**config.mk**
```make
export PLATFORM = sky130hd
export DESIGN_NAME = lcd_fb_arbiter
export DESIGN_NICKNAME = d
export VERILOG_FILES = /design/src/rtl/lcd_pkg.sv /design/src/rtl/lcd_refresh_sched.sv /design/src/rtl/lcd_fb_arbiter.sv
export SDC_FILE = /design/constraint.sdc
export NUM_CORES = 1
export LEC_CHECK = 0
export ABC_AREA = 1
export CORE_MARGIN = 2
export CORE_UTILIZATION = 36
export DETAILED_ROUTE_END_ITERATION = 12
export PLACE_DENSITY = 0.65
export SETUP_SLACK_MARGIN = 0.4
export SKIP_LAST_GASP = 1
export SLEW_MARGIN = 5
export SYNTH_ARGS = -nofsm -noshare
export SYNTH_HDL_FRONTEND = slang
export SYNTH_SLANG_ARGS = --single-unit
```
**constraint.sdc**
```tcl
create_clock -name sys_clk -period 2.7 [get_ports sys_clk]
set_input_delay 0.27 -clock sys_clk [delete_from_list [all_inputs] [get_ports sys_clk]]
set_output_delay 0.27 -clock sys_clk [all_outputs]
set_load 0.005 [all_outputs]
```
**src/rtl/lcd_pkg.sv**
```systemverilog
// Shared frame-buffer geometry and the arbiter's state encoding.
package lcd_pkg;
   localparam int LCD_PAGES  = 8;
   localparam int LCD_COLS   = 128;
   localparam int LCD_ADDR_W = $clog2(LCD_PAGES * LCD_COLS);
   localparam int LCD_DATA_W = 8;

   typedef enum logic [1:0] {
      IDLE   = 2'd0,
      GRANT0 = 2'd1,
      GRANT1 = 2'd2,
      CLEAR  = 2'd3
   } arb_state_t;
endpackage

```
**src/rtl/lcd_refresh_sched.sv**
```systemverilog
// Decides when the display controller should pull a fresh frame: the buffer
// must be dirty, writes must have been quiet for HOLDOFF cycles, and the LCD idle.
module lcd_refresh_sched #(
   parameter int HOLDOFF = 64
) (
   input  logic sys_clk,
   input  logic sys_rst,
   input  logic ram_we,
   input  logic arb_idle,
   input  logic lcd_busy,
   output logic refresh_start
);
   localparam logic [15:0] HOLD = 16'(HOLDOFF);

   logic        dirty_reg;
   logic        wait_busy_reg;
   logic [15:0] quiet_cnt_reg;
   logic        refresh_start_reg;
   logic        fire;

   // A write landing this cycle keeps the buffer dirty, so it also vetoes the pulse.
   assign fire = arb_idle && !ram_we && dirty_reg && (quiet_cnt_reg == HOLD)
                 && !lcd_busy && !wait_busy_reg;

   always_ff @(posedge sys_clk) begin
      if (sys_rst) begin
         dirty_reg         <= 1'b1;
         wait_busy_reg     <= 1'b0;
         quiet_cnt_reg     <= '0;
         refresh_start_reg <= 1'b0;
      end else begin
         refresh_start_reg <= fire;
         if (ram_we) begin
            dirty_reg     <= 1'b1;
            quiet_cnt_reg <= '0;
         end else begin
            if (fire)
               dirty_reg <= 1'b0;
            if (quiet_cnt_reg != HOLD)
               quiet_cnt_reg <= quiet_cnt_reg + 16'd1;
         end
         // Hold off until the controller has visibly picked up the pulse.
         if (fire)
            wait_busy_reg <= 1'b1;
         else if (lcd_busy)
            wait_busy_reg <= 1'b0;
      end
   end

   assign refresh_start = refresh_start_reg;
endmodule

```
**src/rtl/lcd_fb_arbiter.sv**
```systemverilog
// Frame-buffer write-port owner: round-robin between two pixel writers with a
// burst cap, a zero-fill clear engine, and refresh scheduling for the LCD.
module lcd_fb_arbiter
   import lcd_pkg::*;
#(
   parameter int ADDR_W    = LCD_ADDR_W,
   parameter int DATA_W    = LCD_DATA_W,
   parameter int MAX_BURST = 16,
   parameter int HOLDOFF   = 64
) (
   input  logic              sys_clk,
   input  logic              sys_rst,
   input  logic              req0,
   input  logic              req1,
   output logic              gnt0,
   output logic              gnt1,
   input  logic              wr_valid0,
   input  logic              wr_valid1,
   input  logic [ADDR_W-1:0] wr_addr0,
   input  logic [ADDR_W-1:0] wr_addr1,
   input  logic [DATA_W-1:0] wr_data0,
   input  logic [DATA_W-1:0] wr_data1,
   input  logic              clear_req,
   output logic              clear_busy,
   output logic              ram_we,
   output logic [ADDR_W-1:0] ram_addr,
   output logic [DATA_W-1:0] ram_data,
   input  logic              lcd_busy,
   output logic              refresh_start
);
   localparam logic [7:0] BURST_LAST = 8'(MAX_BURST - 1);

   arb_state_t        state_reg, state_next;
   logic [1:0]        req, wr_valid, accept;
   logic [1:0]        gnt_reg, gnt_next;
   logic              clear_busy_reg, clear_busy_next;
   logic              rr_ptr_reg;
   logic              clear_pend_reg;
   logic [7:0]        beat_cnt_reg;
   logic [ADDR_W-1:0] clear_addr_reg;
   logic              ram_we_reg, ram_we_next;
   logic [ADDR_W-1:0] ram_addr_reg, ram_addr_next;
   logic [DATA_W-1:0] ram_data_reg, ram_data_next;
   logic              burst_done, clear_last, arb_idle, grant_exit;

   assign req      = {req1, req0};
   assign wr_valid = {wr_valid1, wr_valid0};

   for (genvar gi = 0; gi < 2; gi++) begin : g_accept
      assign accept[gi] = gnt_reg[gi] & wr_valid[gi];
   end

   assign burst_done = (|accept) && (beat_cnt_reg == BURST_LAST);
   assign clear_last = &clear_addr_reg;
   assign grant_exit = ((state_reg == GRANT0) || (state_reg == GRANT1)) && (state_next == IDLE);

   always_ff @(posedge sys_clk) begin
      if (sys_rst)
         state_reg <= IDLE;
      else
         state_reg <= state_next;
   end

   always_comb begin
      state_next = state_reg;
      case (state_reg)
         IDLE: begin
            if (clear_pend_reg)
               state_next = CLEAR;
            else if (req[0] && req[1])
               state_next = rr_ptr_reg ? GRANT1 : GRANT0;
            else if (req[0])
               state_next = GRANT0;
            else if (req[1])
               state_next = GRANT1;
         end
         GRANT0:  if (!req[0] || burst_done) state_next = IDLE;
         GRANT1:  if (!req[1] || burst_done) state_next = IDLE;
         CLEAR:   if (clear_last) state_next = IDLE;
         default: state_next = IDLE;
      endcase
   end

   // Grants follow the decided state, so every owner change passes through one IDLE cycle.
   always_comb begin
      gnt_next        = {state_next == GRANT1, state_next == GRANT0};
      clear_busy_next = (state_next == CLEAR);
      ram_we_next     = 1'b0;
      ram_addr_next   = ram_addr_reg;
      ram_data_next   = ram_data_reg;
      if (state_reg == CLEAR) begin
         ram_we_next   = 1'b1;
         ram_addr_next = clear_addr_reg;
         ram_data_next = '0;
      end else if (accept[0]) begin
         ram_we_next   = 1'b1;
         ram_addr_next = wr_addr0;
         ram_data_next = wr_data0;
      end else if (accept[1]) begin
         ram_we_next   = 1'b1;
         ram_addr_next = wr_addr1;
         ram_data_next = wr_data1;
      end
   end

   always_ff @(posedge sys_clk) begin
      if (sys_rst) begin
         gnt_reg        <= '0;
         clear_busy_reg <= 1'b0;
         ram_we_reg     <= 1'b0;
         ram_addr_reg   <= '0;
         ram_data_reg   <= '0;
         rr_ptr_reg     <= 1'b0;
         clear_pend_reg <= 1'b0;
         beat_cnt_reg   <= '0;
         clear_addr_reg <= '0;
      end else begin
         gnt_reg        <= gnt_next;
         clear_busy_reg <= clear_busy_next;
         ram_we_reg     <= ram_we_next;
         ram_addr_reg   <= ram_addr_next;
         ram_data_reg   <= ram_data_next;
         clear_addr_reg <= (state_reg == CLEAR) ? clear_addr_reg + 1'b1 : '0;
         if (grant_exit) begin
            beat_cnt_reg <= '0;
            rr_ptr_reg   <= (state_reg == GRANT0);
         end else if (|accept) begin
            beat_cnt_reg <= beat_cnt_reg + 8'd1;
         end
         // Finishing a clear wins over a new request, so a late pulse never re-arms it.
         if ((state_reg == CLEAR) && clear_last)
            clear_pend_reg <= 1'b0;
         else if (clear_req)
            clear_pend_reg <= 1'b1;
      end
   end

   assign arb_idle = (state_reg == IDLE) && !req[0] && !req[1] && !clear_pend_reg && !clear_req;

   lcd_refresh_sched #(
      .HOLDOFF(HOLDOFF)
   ) u_refresh_sched (
      .sys_clk      (sys_clk),
      .sys_rst      (sys_rst),
      .ram_we       (ram_we_reg),
      .arb_idle     (arb_idle),
      .lcd_busy     (lcd_busy),
      .refresh_start(refresh_start)
   );

   assign gnt0       = gnt_reg[0];
   assign gnt1       = gnt_reg[1];
   assign clear_busy = clear_busy_reg;
   assign ram_we     = ram_we_reg;
   assign ram_addr   = ram_addr_reg;
   assign ram_data   = ram_data_reg;
endmodule

```
* Yosys cells after proc, flatten, opt, wreduce, memory -nomap -nowiden
Cells that the tools add are included.
** Storage, ports and cells
- Input bits :: 44
- Register bits :: 63
- Output and inout port bits :: 23
- Word-level logic and storage cells :: 83
** Cells by class
- Bitwise logic cells :: 3
- Muxes and demuxes :: 19
- Eq/ne operators :: 9
- Reductions and logical operators :: 35
- $add $sub $neg :: 3
** Operators by type and width (number)
- 2-to-1 mux 10 bit :: 3
- adder 16 x 1 -> 16 bit, second input constant :: 1
- == test 16 x 7 -> 1 bit, second input constant :: 1
- 2-to-1 mux 2 bit :: 8
- 2-to-1 mux 8 bit :: 2
- inequality test 16 x 7 -> 1 bit, second input constant :: 1
- logical AND 1 bit :: 13
- OR reduction 2 bit :: 6
- adder 10 x 1 -> 10 bit, second input constant :: 1
- AND reduction 10 bit :: 1
- adder 8 x 1 -> 8 bit, second input constant :: 1
- == test 2 bit, second input constant :: 4
- == test 8 x 4 -> 1 bit, second input constant :: 1
- one-hot mux 2 bit (4 select lines) :: 1
- zero test 1 bit :: 7
- 2-to-1 mux 1 bit :: 5
- == test 2 x 1 -> 1 bit, second input constant :: 2
- zero test 2 bit :: 2
- nonzero test 2 bit :: 2
- logical OR 1 bit :: 3
- nonzero test 3 bit :: 1
- bitwise AND 1 bit :: 2
- inverter 1 bit :: 1

* Logic depth before layout (Yosys ltp)
- Word-level depth :: 11
- Gate-level depth with buffers :: 13

* Modules after synthesis
Synthesis repeated with hierarchy kept, for this count alone.
** Unflattened totals
- Cells, all modules :: 438
- Area, all modules :: 3057.9 um2
** By module, submodules not included
- lcd_fb_arbiter :: seq. area each 880.8 um2, area each 2069.5 um2, cells each 283, times used 1
- lcd_refresh_sched :: seq. area each 380.4 um2, area each 988.4 um2, cells each 155, times used 1

* Worst setup path after synthesis
OpenSTA, ideal clock, no wires.
- Path type :: flip-flop to flip-flop
- From :: register clear_addr_reg[0]
- To :: register beat_cnt_reg[0]
- Path buffers :: 0
- Required time :: 2.573 ns
- Setup slack :: 1.179 ns
- Library setup time :: 0.127 ns
- Arrival time :: 1.394 ns
- Stages on the path, launching flop included :: 11
- Path through :: dfxtp_1 > ha_1 > nand3_2 > nor2_4 > nand3_2 > nand2_1 > nand2_2 > nand2_2 > nand3_2 > o21ai_4 > a21oi_1
** On the way
- Word-level cells in the longest chain between the ends :: 6
** RTL lines
- start, declared :: RTL line lcd_fb_arbiter.sv:40 : logic [ADDR_W-1:0] clear_addr_reg;
- start signal, assigned :: RTL line lcd_fb_arbiter.sv:123 : clear_addr_reg <= (state_reg == CLEAR) ? clear_addr_reg + 1'b1 : '0;
- AND reduction 10 bit :: RTL line lcd_fb_arbiter.sv:54 : assign clear_last = &clear_addr_reg;
- 2-to-1 mux 2 bit :: RTL line lcd_fb_arbiter.sv:79 : CLEAR: if (clear_last) state_next = IDLE;
- one-hot mux 2 bit (4 select lines) :: RTL line lcd_fb_arbiter.sv:66 : case (state_reg)
- zero test 2 bit :: RTL line lcd_fb_arbiter.sv:55 : assign grant_exit = ((state_reg == GRANT0) || (state_reg == GRANT1)) && (state_next == IDLE);
- logical AND 1 bit :: RTL line lcd_fb_arbiter.sv:55
- OR reduction 2 bit (no line)
- end signal, assigned :: RTL line lcd_fb_arbiter.sv:128 : beat_cnt_reg <= beat_cnt_reg + 8'd1;
- end, declared :: RTL line lcd_fb_arbiter.sv:39 : logic [7:0] beat_cnt_reg;
Every way passes these cells.
A chain may end at the register's enable or synchronous reset.

* Final worst setup path
- From :: register state_reg[1]
- To :: register ram_addr_reg[7] (netlist: ram_addr[7])
** On the way
- Word-level cells in the longest chain between the ends :: 2
** RTL lines
- start, declared :: RTL line lcd_fb_arbiter.sv:33 : arb_state_t state_reg, state_next;
- start signal, assigned :: RTL line lcd_fb_arbiter.sv:61 : state_reg <= state_next;
- == test 2 bit (*) :: RTL line lcd_fb_arbiter.sv:91 : if (state_reg == CLEAR) begin
- nonzero test 3 bit (no line) or 2-to-1 mux 10 bit (tied branches)
- end signal, assigned :: RTL line lcd_fb_arbiter.sv:121 : ram_addr_reg <= ram_addr_next;
- end, declared :: RTL line lcd_fb_arbiter.sv:42 : logic [ADDR_W-1:0] ram_addr_reg, ram_addr_next;
Mark *: on every way between the ends. The rest lies on a longest branch, timed or not.

==> flow_summary.ini <==
[grt]
busiest_layer = met2
met3_usage_pct = 3.787
grt_overflow = 0
antenna_found_initial = 0
met2_usage_pct = 25.30
use_met1_pct = 20.45
grt_pass1_vias = 2560
grt_max_degree = 20
grt_usage_pct = 16.13
grt_pass1_wl_um = 11110

[logic_synthesis]
syn_nets = 441
ys.warnings.count = 0
yosys.area_share.simple_pct = 27.95
syn_inst = 388
syn-mean-instance-area_sq_um = 7.430
synthAdderAreaFrac_pct = 3.906
synthMuxAreaShare_pct = 0
synth_compound_area_share_pct = 15.54
synth_xor_area_share_pct = 2.431
syn-cell-area_sq_um = 2883
ys_seq_area_share_pct = 43.75
synth_top_family_by_area = simple AND/OR/NAND/NOR gates
yosysUniqueCellTypes = 30
ys_ff_latch = 63

[timing]
relSlewSlack_pct = 54.34
max_freq_mhz = 558.1
finalSetupViolCount = 0
fin_crit_sh_pct = 66.36
tns_ns = 0
rsz0062_at_grt = no
finalHoldViolations = 0
post-route-min-period_ns = 1.792
maxSlewViolCount = 0
worst_pin_slew_ns = 0.6827
skew_ns = 0.01039

[drt]
vias = 2683
vias_per_cell = 4.749
firstDrtPassIters = 4
drc = 0
drt-wirelength-per-cell_um = 11.64
ant_nets = 0
drt_iter0_markers = 106
drt-total-wl_um = 6574

[pwr]
seqPwrFrac_pct = 48.9
p_sw_uw = 524.3
power.share.clock_pct = 34.2
p_leak_uw = 0.001424
worst_ir_drop_vdd_v = 0.0002558
power.share.combinational_pct = 16.9
sw_frac_of_total_pct = 25.66
power_density_nw_per_um2 = 534.1
p_int_uw = 1519

[critical_path]
worst_ep_required_time_ns = 2.88
crit_top_cell = nor2_1
cp_cell_sequence = ha_1, nor2_1, inv_1, a21oi_1, a221oi_1, nor2_1
worst_setup_path_start_kind = flop
path_class = reg -> reg
cpPeakStageDelay_ns = 0.49
path_max_fanout = 15
endpoint_kind = flop
slowest_stage = ha_1
critPathArrivalTime_ns = 1.98
regToRegSetupSlack_ns = 0.91

[placed_design]
gp_congestion = 0.7601
dpl-instance-area_sq_um = 3662
io_buffers = 66
hpwl_um = 5015

[die]
pin_count = 67
row_count = 32
die-area_sq_um = 8739
core_area_sq_um = 7727
die_w_um = 93.49
die_h_um = 93.49
start_util_pct = 37.31

[clock_network]
clk_pin_slew_worst_paths_ns = 0.07
cts-buffers-inserted = 9
root_buffer = clkbuf_8
clkLatencyLatePin_ns = 0.33
cts_hold_buffers = 0
clock-sinks = 63
postCtsSetupBuffers = 0
cts_resized = 0
clockBufferDepth = 2
h-tree-depth = 3
cts_tree = built

[worst_hold_path]
hold_class = reg -> reg

[run]
maxCapViolCount = 0

[cells_and_area]
insertedDiodeCount = 0
area_growth_syn_to_layout_pct = 32.73
fin_nets = 513
nFillCells = 736
final_layout_size_suffix_gt1_share_pct = 7.559
postLayoutCellArea_sq_um = 3826
final_cell_mix = 72 x nand2_1, 66 x clkdlybuf4s50_1, 63 x nor2_1, 63 x dfxtp_1, 38 x inv_1
layout_commonest_cell = nand2_1
largest_register_ff_count = 16

[run_status]
outcome = complete, no violations
==> logic make-up (layout without fill, tap and decap cells) <==
| kind of cell | count (synthesis) | count (layout) |
|---|---|---|
| simple gates | 183 | 183 |
| compound gates | 77 | 77 |
| flops | 63 | 63 |
| buf+inv | 48 | 123 |
| fa+ha+maj | 9 | 9 |
| xor+xnor | 8 | 8 |
==> worst paths after layout <==
check	startpoint	endpoint	depth (start not counted)
setup / recovery	state_reg[1]$_SDFF_PP0_	ram_addr[7]$_SDFFE_PP0P_	6
hold / removal	u_refresh_sched.dirty_reg$_SDFFE_PP1P_	u_refresh_sched.dirty_reg$_SDFFE_PP1P_	2
hold reg to reg	u_refresh_sched.dirty_reg$_SDFFE_PP1P_	u_refresh_sched.dirty_reg$_SDFFE_PP1P_	2
setup reg to reg	state_reg[1]$_SDFF_PP0_	ram_addr[7]$_SDFFE_PP0P_	6
==> metrics by stage <==
step	setup slack (ns)	utilization [%]	total power [uW]	hold slack, ns	instances
global placement	0.6472	47.39	1364	0.4412	551
detailed placement	0.6255	47.39	1367	0.4478	551
global route	0.6614	49.51	2157	0.4840	565
finish	0.9082	49.51	2044	0.4559	565
CTS	0.8865	49.51	2071	0.4563	565
floorplan	1.179	-	1199	0.4101	388
==> final cells by class <==
class | instances | area [sq um] | share of cell area [%]
clock inverters | 1 | 5.005 | 0.1308
inverters | 39 | 146.4 | 3.826
multi-input cells | 277 | 1436 | 37.54
repair buffers | 70 | 690.7 | 18.05
well taps | 102 | 127.6 | 3.336
clock buffers | 13 | 158.9 | 4.153
flip-flops and latches | 63 | 1261 | 32.96
==> power by group through the flow <==
stage / combinational, uW / sequential (uW) / clock, uW
after floorplan: 181 / 1020 / 0
after global placement: 343 / 1020 / 0
after detailed placement: 347 / 1020 / 0
after CTS: 349 / 1000 / 722
after global routing: 386 / 1010 / 766
final: 345 / 1000 / 699
==> worst max-delay path: cells and delay by family, from the launching register on <==
| kind | cells | cell delay (ns) |
|---|---|---|
| adder cells (fa/ha/maj) | 1 | 0.49 |
| flip-flops | 1 | 0.37 |
| AND/OR/NAND/NOR | 2 | 0.29 |
| AO/OA/AOI/OAI | 2 | 0.28 |
| buffers and inverters | 1 | 0.20 |
==> synth_stat cells (all sizes together) <==
cell type  instances  area, sq um
nand2             77        301.5
nor2              66        260.3
dfxtp             63         1261
inv               38        142.6
a21oi             35        178.9
o21ai             24        131.4
nand3             11        70.07
ha                 9        112.6
nor3               8        40.04
a221oi             6        52.55
nand4              6        37.54
or2                6        37.54
clkbuf             5        18.77
nor4               5        31.28
a31oi              4        25.02
buf                4        20.02
o211ai             4        30.03
xnor2              4        35.03
xor2               4        35.03
and3               2        12.51
nand3b             2        15.01
o21a               2        15.01
o21bai             2        15.01
clkinv             1        3.750
==> routing by layer <==
layer  vias up  wire length [um]
met4         0               135
li1       1417                 -
met3        10               259
met2        59              2921
met1      1197              3258
met5         -                 0
Power figures use the tool's default switching activity.
